`src/rtl/hog_norm_div.sv`:
```
// hog_norm_div
//   Normalizes a HOG block bin by bin. For each bin it computes
//   min(floor(bin * 2^FRAC_W / magnitude), 2^FRAC_W - 1). The division is
//   restoring and produces one quotient bit per cycle. Only one bin is in
//   flight at a time.
//
// Ports
//   clk, clr          clock (rising edge) and synchronous active-high reset
//   start, magnitude  start a block; magnitude is latched with start in IDLE
//   bin_valid/bin_ready/bin_in      bin input handshake
//   norm_valid/norm_ready/norm_out  normalized output handshake (0.FRAC_W)
//   norm_last         norm_out is the final bin of the block
//   busy              block in progress (any state other than IDLE)
//   done              one-cycle pulse after the final output handshake
module hog_norm_div #(
  parameter int NBINS  = 36,
  parameter int BIN_W  = 8,
  parameter int FRAC_W = 8
) (
  input  logic              clk,
  input  logic              clr,
  input  logic              start,
  input  logic [15:0]       magnitude,
  input  logic              bin_valid,
  input  logic [BIN_W-1:0]  bin_in,
  output logic              bin_ready,
  output logic              norm_valid,
  input  logic              norm_ready,
  output logic [FRAC_W-1:0] norm_out,
  output logic              norm_last,
  output logic              busy,
  output logic              done
);
  localparam int DW    = BIN_W + FRAC_W;
  localparam int CNT_W = (NBINS > 1) ? $clog2(NBINS) : 1;
  localparam int STP_W = $clog2(DW + 1);

  typedef enum logic [1:0] {IDLE, LOAD, DIV, OUT} state_t;

  state_t           state;
  logic [15:0]      mag_r;
  logic [CNT_W-1:0] bin_cnt;
  logic [DW-1:0]    dvd_r;   // dividend; the MSB shifts into the remainder
  logic [DW-1:0]    quo_r;
  logic [15:0]      rem_r;   // always < mag_r, so 16 bits hold it
  logic [STP_W-1:0] step_r;

  // One restoring-division step. rem_sh needs a 17th bit because it can reach
  // 2*mag_r-1. When it is subtracted, the difference is < mag_r, so the low
  // 16 bits are exact.
  logic [16:0]       rem_sh;
  logic [15:0]       rem_sub;
  logic              qbit;
  logic [DW-1:0]     quo_nx;
  logic [FRAC_W-1:0] res;
  logic              last_bin;

  always_comb begin
    rem_sh  = {rem_r, dvd_r[DW-1]};
    rem_sub = rem_sh[15:0] - mag_r;
    qbit    = (rem_sh >= {1'b0, mag_r});
    quo_nx  = {quo_r[DW-2:0], qbit};
    // With a zero divisor every step "subtracts", so the quotient is all ones.
    // Force the result to zero instead.
    if (mag_r == '0)
      res = '0;
    else if (|quo_nx[DW-1:FRAC_W])
      res = '1;                        // saturate at 2^FRAC_W-1
    else
      res = quo_nx[FRAC_W-1:0];
  end

  assign last_bin = (bin_cnt == CNT_W'(NBINS - 1));

  always_ff @(posedge clk) begin
    if (clr) begin
      state      <= IDLE;
      mag_r      <= '0;
      bin_cnt    <= '0;
      dvd_r      <= '0;
      quo_r      <= '0;
      rem_r      <= '0;
      step_r     <= '0;
      bin_ready  <= 1'b0;
      norm_valid <= 1'b0;
      norm_out   <= '0;
      norm_last  <= 1'b0;
      busy       <= 1'b0;
      done       <= 1'b0;
    end else begin
      done <= 1'b0;
      case (state)
        IDLE: if (start) begin
          mag_r     <= magnitude;
          bin_cnt   <= '0;
          bin_ready <= 1'b1;
          busy      <= 1'b1;
          state     <= LOAD;
        end
        LOAD: if (bin_valid) begin
          dvd_r     <= {bin_in, {FRAC_W{1'b0}}};
          quo_r     <= '0;
          rem_r     <= '0;
          step_r    <= '0;
          bin_ready <= 1'b0;
          state     <= DIV;
        end
        DIV: begin
          dvd_r  <= dvd_r << 1;
          rem_r  <= qbit ? rem_sub : rem_sh[15:0];
          quo_r  <= quo_nx;
          step_r <= step_r + 1'b1;
          // The final step writes the result straight into the output register.
          // This makes norm_valid rise on the edge that ends the last DIV cycle.
          if (step_r == STP_W'(DW - 1)) begin
            norm_out   <= res;
            norm_last  <= last_bin;
            norm_valid <= 1'b1;
            state      <= OUT;
          end
        end
        OUT: if (norm_ready) begin
          norm_valid <= 1'b0;
          norm_last  <= 1'b0;
          if (last_bin) begin
            done  <= 1'b1;
            busy  <= 1'b0;
            state <= IDLE;
          end else begin
            bin_cnt   <= bin_cnt + 1'b1;
            bin_ready <= 1'b1;
            state     <= LOAD;
          end
        end
        default: state <= IDLE;
      endcase
    end
  end
endmodule
```
`config.mk`:
```
export PLATFORM = sky130hd
export DESIGN_NAME = hog_norm_div
export DESIGN_NICKNAME = d
export VERILOG_FILES = /design/src/rtl/hog_norm_div.sv
export SDC_FILE = /design/constraint.sdc
export NUM_CORES = 1
export LEC_CHECK = 0
export CAP_MARGIN = 20
export CORE_MARGIN = 2
export CORE_UTILIZATION = 53
export CTS_BUF_LIST = sky130_fd_sc_hd__clkbuf_4 sky130_fd_sc_hd__clkbuf_8 sky130_fd_sc_hd__clkbuf_16
export CTS_CLUSTER_DIAMETER = 80
export DETAILED_ROUTE_END_ITERATION = 16
export HOLD_SLACK_MARGIN = 0.05
export PLACE_DENSITY = 0.78
export SLEW_MARGIN = 0
export SYNTH_ARGS = -nofsm -noshare
export SYNTH_HDL_FRONTEND = slang
export SYNTH_SLANG_ARGS = --single-unit
```
`constraint.sdc`:
```
create_clock -name clk -period 7.3 [get_ports clk]
set_clock_uncertainty 0.2 [all_clocks]
set_input_delay 0.73 -clock clk [delete_from_list [all_inputs] [get_ports clk]]
set_output_delay 0.73 -clock clk [all_outputs]
set_load 0.005 [all_outputs]
```
# [Yosys cells after proc, flatten, opt, wreduce, memory -nomap -nowiden]
# Index checks and enable logic that the tools add are counted.
[totals] output_inout_bits=13 input_bits=29 register_bits=89 wordCells=80
[classes] eq_ne=11 n_lt_le_gt_ge=1 addsub=3 mux=34 n_reduce_logical=16 bitwise_logic=2
[ops] cell="16-bit one-hot mux with 2 select lines" count=2
[ops] cell="16-bit two-way mux" count=3
[ops] cell="15-bit one-hot mux with 2 select lines" count=1
[ops] cell="6-bit two-way mux" count=3
[ops] cell="17-bit by 16-bit >= comparator with 1-bit output" count=1
[ops] cell="16-bit logical NOT" count=1
[ops] cell="8-bit two-way mux" count=2
[ops] cell="16-bit subtractor" count=1
[ops] cell="2-bit inequality test, second input constant" count=6
[ops] cell="6-bit one-hot mux with 2 select lines" count=1
[ops] cell="4-bit AND reduction" count=3
[ops] cell="1-bit two-way mux" count=11
[ops] cell="5-bit one-hot mux with 2 select lines" count=1
[ops] cell="2-bit two-way mux" count=4
[ops] cell="2-bit one-hot mux with 4 select lines" count=1
[ops] cell="8-bit OR reduction" count=1
[ops] cell="6-bit by 1-bit adder with 6-bit output, second input constant" count=1
[ops] cell="6-bit == test, second input constant" count=1
[ops] cell="1-bit one-hot mux with 2 select lines" count=3
[ops] cell="2-bit AND reduction" count=3
[ops] cell="2-bit nonzero test" count=3
[ops] cell="5-bit by 1-bit adder with 5-bit output, second input constant" count=1
[ops] cell="5-bit by 4-bit == test with 1-bit output, second input constant" count=1
[ops] cell="5-bit two-way mux" count=1
[ops] cell="9 further kinds" count=11

# [Depth between registers and ports, before layout]
[depth] depth_word=4 depth_mapped=11 depth_no_buf=10

# [Worst setup path after synthesis]
# Ideal clock, no wire load.
[synth_path] kind="flip-flop to flip-flop" start="register mag_r[5]" end="register rem_r[12]" t_arrival_ps=2114 path_stages_with_launch=12 setup_ps=67 synth_period_minus_slack_ps=2381 n_path_buf=2 required_ps=7033 path_slack_ps=4919 path_cell_list="dfxtp_1 inv_1 ha_1 clkbuf_2 nand3_1 o41ai_1 a31oi_1 o21ai_2 a21oi_2 buf_6 o31a_1 o21ai_2"
[synth_between] elab_chain_len=3 elab_cells_between_ends=4 cone_classes="add/sub: 1; order compare: 1; mux: 2"
[synth_rtl] item="from (decl)" line="41" rtl="logic [15:0] mag_r;"
[synth_rtl] item="from (signal assigned)" line="94" rtl="mag_r <= magnitude;"
[synth_rtl] item="16-bit subtractor or 17-bit by 16-bit >= comparator with 1-bit output (tied branches)" line="60, 61"
[synth_rtl] item="16-bit two-way mux *" line="110" rtl="rem_r <= qbit ? rem_sub : rem_sh[15:0];"
[synth_rtl] item="16-bit one-hot mux with 2 select lines *" line="92" rtl="case (state)"
[synth_rtl] item="to (signal assigned)" line="110"
[synth_rtl] item="to (decl)" line="45" rtl="logic [15:0] rem_r;"
# Every way passes the cells marked *; elsewhere a longest branch is shown, timed or not.
# A chain may end at the register's enable or synchronous reset.

# [Worst setup path after layout]
[layout_path] start="register mag_r[1]" end="register rem_r[13]"
# Same word-level chain as after synthesis.

==> impl_metrics.yaml <==
global_route:
  grt_pass1_vias: 3605
  grt_antenna_before_repair: 0
  grt_overflow_total: 0
  grt_start_max_net_pins: 66
  track_usage: 0.234
  first_pass_grt_wire_length_um: 16300
synthesis:
  synthesized_instance_count: 519
  postSynth.asyncResetShare: 0
  synth_seq_area_share: 0.389
  synthesis.area_per_instance_um2: 8.02
  flip_flop_cell_with_the_highest_count_after_synthesis: "sky130_fd_sc_hd__dfxtp_1"
  mappedNetlistNets: 573
  synth.yosys.warnings: 0
  synth-edff-count: 0
  netlist_area_um2: 4160
  synth_seq_cells: 81
  synth_cell_types: 51
die:
  dieWidth_um: 92.6
  die_area_um2: 8580
  start_util: 0.542
  die-height_um: 92.6
  count_of_boundary_i_o_pins: 42
  core_area_um2: 7690
  core.rowCount: 32
timing:
  worst-slew-pin-transition_ns: 0.776
  fin_hold_ws_ns: 0.254
  timing.final.crit_share: 0.409
  report.final.hold_viol_count: 0
  max_freq_ghz: 0.335
  slew_violations: 0
  period_needed_ns: 2.99
  finalWorstSetupSlack_ns: 4.31
  max_slew_margin: 0.478
  setup_viol: 0
  setup-tns-final_ns: 0
  rsz0062_at_grt: "false"
clocking:
  cts_tree: "built"
  path_clk_slew_ns: 0.09
  clock_latency_ns: 0.36
  cts_resized: 0
  cts-htree-levels: 3
  cts.hold.buffers_added: 0
  cts_setup_buffers: 0
  clk_path_buf_depth: 2
  tritoncts.num_buffers: 9
  cts.sinks: 81
  library_cell_used_as_clock_root_buffer: "sky130_fd_sc_hd__clkbuf_8"
setup_path:
  crit_type: "reg2reg"
  critPathLaunchType: "flop"
  required_ns: 7.39
  worstPathArrival_ns: 3.08
  timing.critical_path.fanout_max: 17
  critPathCaptureType: "flop"
layout:
  drive_above_1_share: 0.0520
  mostFrequentLayoutCell: "sky130_fd_sc_hd__dfxtp_1"
  layoutNonFillerInstCount: 660
  nNetsFinal: 607
  antenna-diode-count: 0
  fill_cells: 681
  layout_common_cells: "sky130_fd_sc_hd__dfxtp_1 (81), sky130_fd_sc_hd__nand2_1 (74), sky130_fd_sc_hd__nor2_1 (60)"
  area_delta_synth_final_pct: 15.7
routing:
  post_drt_wl_per_cell_um: 14.2
  finalWirelength_um: 9390
  drt-initial-drc-count: 191
  antenna_violating_nets_post_route: 0
  vias: 3758
  drt_pass1_iterations: 5
  route.detailed.drc: 0
  vias_per_cell: 5.69
status:
  status: "completed"
power:
  irDropWorstVdd_mv: 0.192
  total_power_mw: 1.84
  leakagePower_nw: 1.93
  cellPowerDensity_nw_per_um2: 383
placement:
  hpwlAfterDp_um: 6610
  numPortBuffers: 41
  post-place-cells: 643
  worst_slack_after_detailed_placement_ns: 4.26
  globalplace.congestion: 0.909
job:
  cap_violations: 0
worst_hold_path:
  hold_path.class: "reg2reg"
cells by family after synthesis:
family	after synthesis	synth area share
AOI/OAI and AO/OA	145	0.218
DFF	81	0.389
buffers and inverters	49	0.0469
xor gates and xnor gates	13	0.0273
adders and majority gates	25	0.0769
and+or+nand+nor	190	0.200
muxes	16	0.0409
report_power, final:
| part | switching (mW) | total, mW | internal [mW] |
|---|---|---|---|
| Clock | 0.177 | 0.307 | 0.129 |
| Sequential | 0.0449 | 0.543 | 0.498 |
| Combinational | 0.578 | 0.994 | 0.417 |
| Total | 0.800 | 1.84 | 1.04 |
state kept, by name, indices dropped and copies added, names as in the netlist:
signal and flops:
mag_r 16, rem_r 16, quo_r 15, dvd_r 8
norm_out 8, bin_cnt 6, step_r 5, state 2
bin_ready 1, busy 1, done 1, norm_last 1
norm_valid 1
layer usage:
| metal | vias up | global-route usage | wire [µm] |
|---|---|---|---|
| met5 | - | 0 | 0 |
| met4 | 0 | 0.0833 | 151 |
| met3 | 15 | 0.0431 | 459 |
| met2 | 77 | 0.394 | 4550 |
| met1 | 1766 | 0.302 | 4230 |
| li1 | 1900 | - | - |
critical path, stage by stage (launching register included):
cell,delay (ns)
sky130_fd_sc_hd__dfxtp_1,0.42
sky130_fd_sc_hd__inv_1,0.07
sky130_fd_sc_hd__ha_1,0.30
sky130_fd_sc_hd__nand2b_1,0.09
sky130_fd_sc_hd__a211oi_1,0.40
sky130_fd_sc_hd__nor2_1,0.15
sky130_fd_sc_hd__o21ai_1,0.34
sky130_fd_sc_hd__a21oi_2,0.19
sky130_fd_sc_hd__buf_4,0.26
sky130_fd_sc_hd__or3_1,0.38
sky130_fd_sc_hd__o21ai_0,0.13
through the flow:
step	util	area (µm²)
after global placement	0.602	4630
after CTS	0.626	4810
after detailed placement	0.602	4630
final	0.627	4820
after global routing	0.627	4820
after floorplan	-	4160
cells in the mapped netlist (2+ instances only):
cell,count,area (µm²)
sky130_fd_sc_hd__o41ai_1,2,17.5
sky130_fd_sc_hd__dfxtp_1,81,1620
sky130_fd_sc_hd__ha_1,24,300
sky130_fd_sc_hd__o22ai_1,7,43.8
sky130_fd_sc_hd__mux2_4,2,30.0
sky130_fd_sc_hd__nand3b_1,2,15.0
sky130_fd_sc_hd__nor2b_1,2,12.5
sky130_fd_sc_hd__a31oi_1,2,12.5
sky130_fd_sc_hd__xnor2_1,6,52.6
sky130_fd_sc_hd__and3_1,4,25.0
sky130_fd_sc_hd__and2_1,2,12.5
sky130_fd_sc_hd__clkbuf_1,15,56.3
sky130_fd_sc_hd__a21o_1,6,45.0
sky130_fd_sc_hd__a311oi_1,2,17.5
sky130_fd_sc_hd__nand2_1,74,278
sky130_fd_sc_hd__nor2_1,60,225
sky130_fd_sc_hd__mux2i_1,14,140
sky130_fd_sc_hd__buf_1,3,11.3
sky130_fd_sc_hd__nand2b_1,9,56.3
sky130_fd_sc_hd__nand3_1,9,45.0
sky130_fd_sc_hd__nor3_1,12,60.1
sky130_fd_sc_hd__a22oi_1,18,135
sky130_fd_sc_hd__o31a_1,3,26.3
sky130_fd_sc_hd__o21ai_2,4,35.0
sky130_fd_sc_hd__nand4_1,2,12.5
sky130_fd_sc_hd__xor2_1,7,61.3
sky130_fd_sc_hd__o21ai_0,32,160
sky130_fd_sc_hd__o21a_1,5,37.5
sky130_fd_sc_hd__a21oi_1,45,225
sky130_fd_sc_hd__or3_1,3,18.8
sky130_fd_sc_hd__nor4_1,8,50.1
sky130_fd_sc_hd__a211oi_1,6,45.0
sky130_fd_sc_hd__buf_2,2,10.0
sky130_fd_sc_hd__a32oi_1,3,26.3
sky130_fd_sc_hd__inv_1,27,101
path summary, 6_finish.rpt:
kind | start | to | slack, ns | cells past startpoint
setup / recovery | mag_r[1] | rem_r[13] | 4.31 | 10
setup reg to reg | mag_r[1] | rem_r[13] | 4.31 | 10
hold reg to reg | norm_out[3] | norm_out[3] | 0.25 | 2
hold / removal | norm_out[3] | norm_out[3] | 0.25 | 2
layout make-up:
type,instances,area [µm²],area share
Sequential cell,81,1620,0.337
Inverter,27,101,0.0210
Clock inverter,7,60.1,0.0125
Multi-Input combinational cell,389,2350,0.487
Timing Repair Buffer,45,435,0.0904
Tap cell,102,128,0.0265
Clock buffer,9,124,0.0257
(Power assumes the default switching activity.)
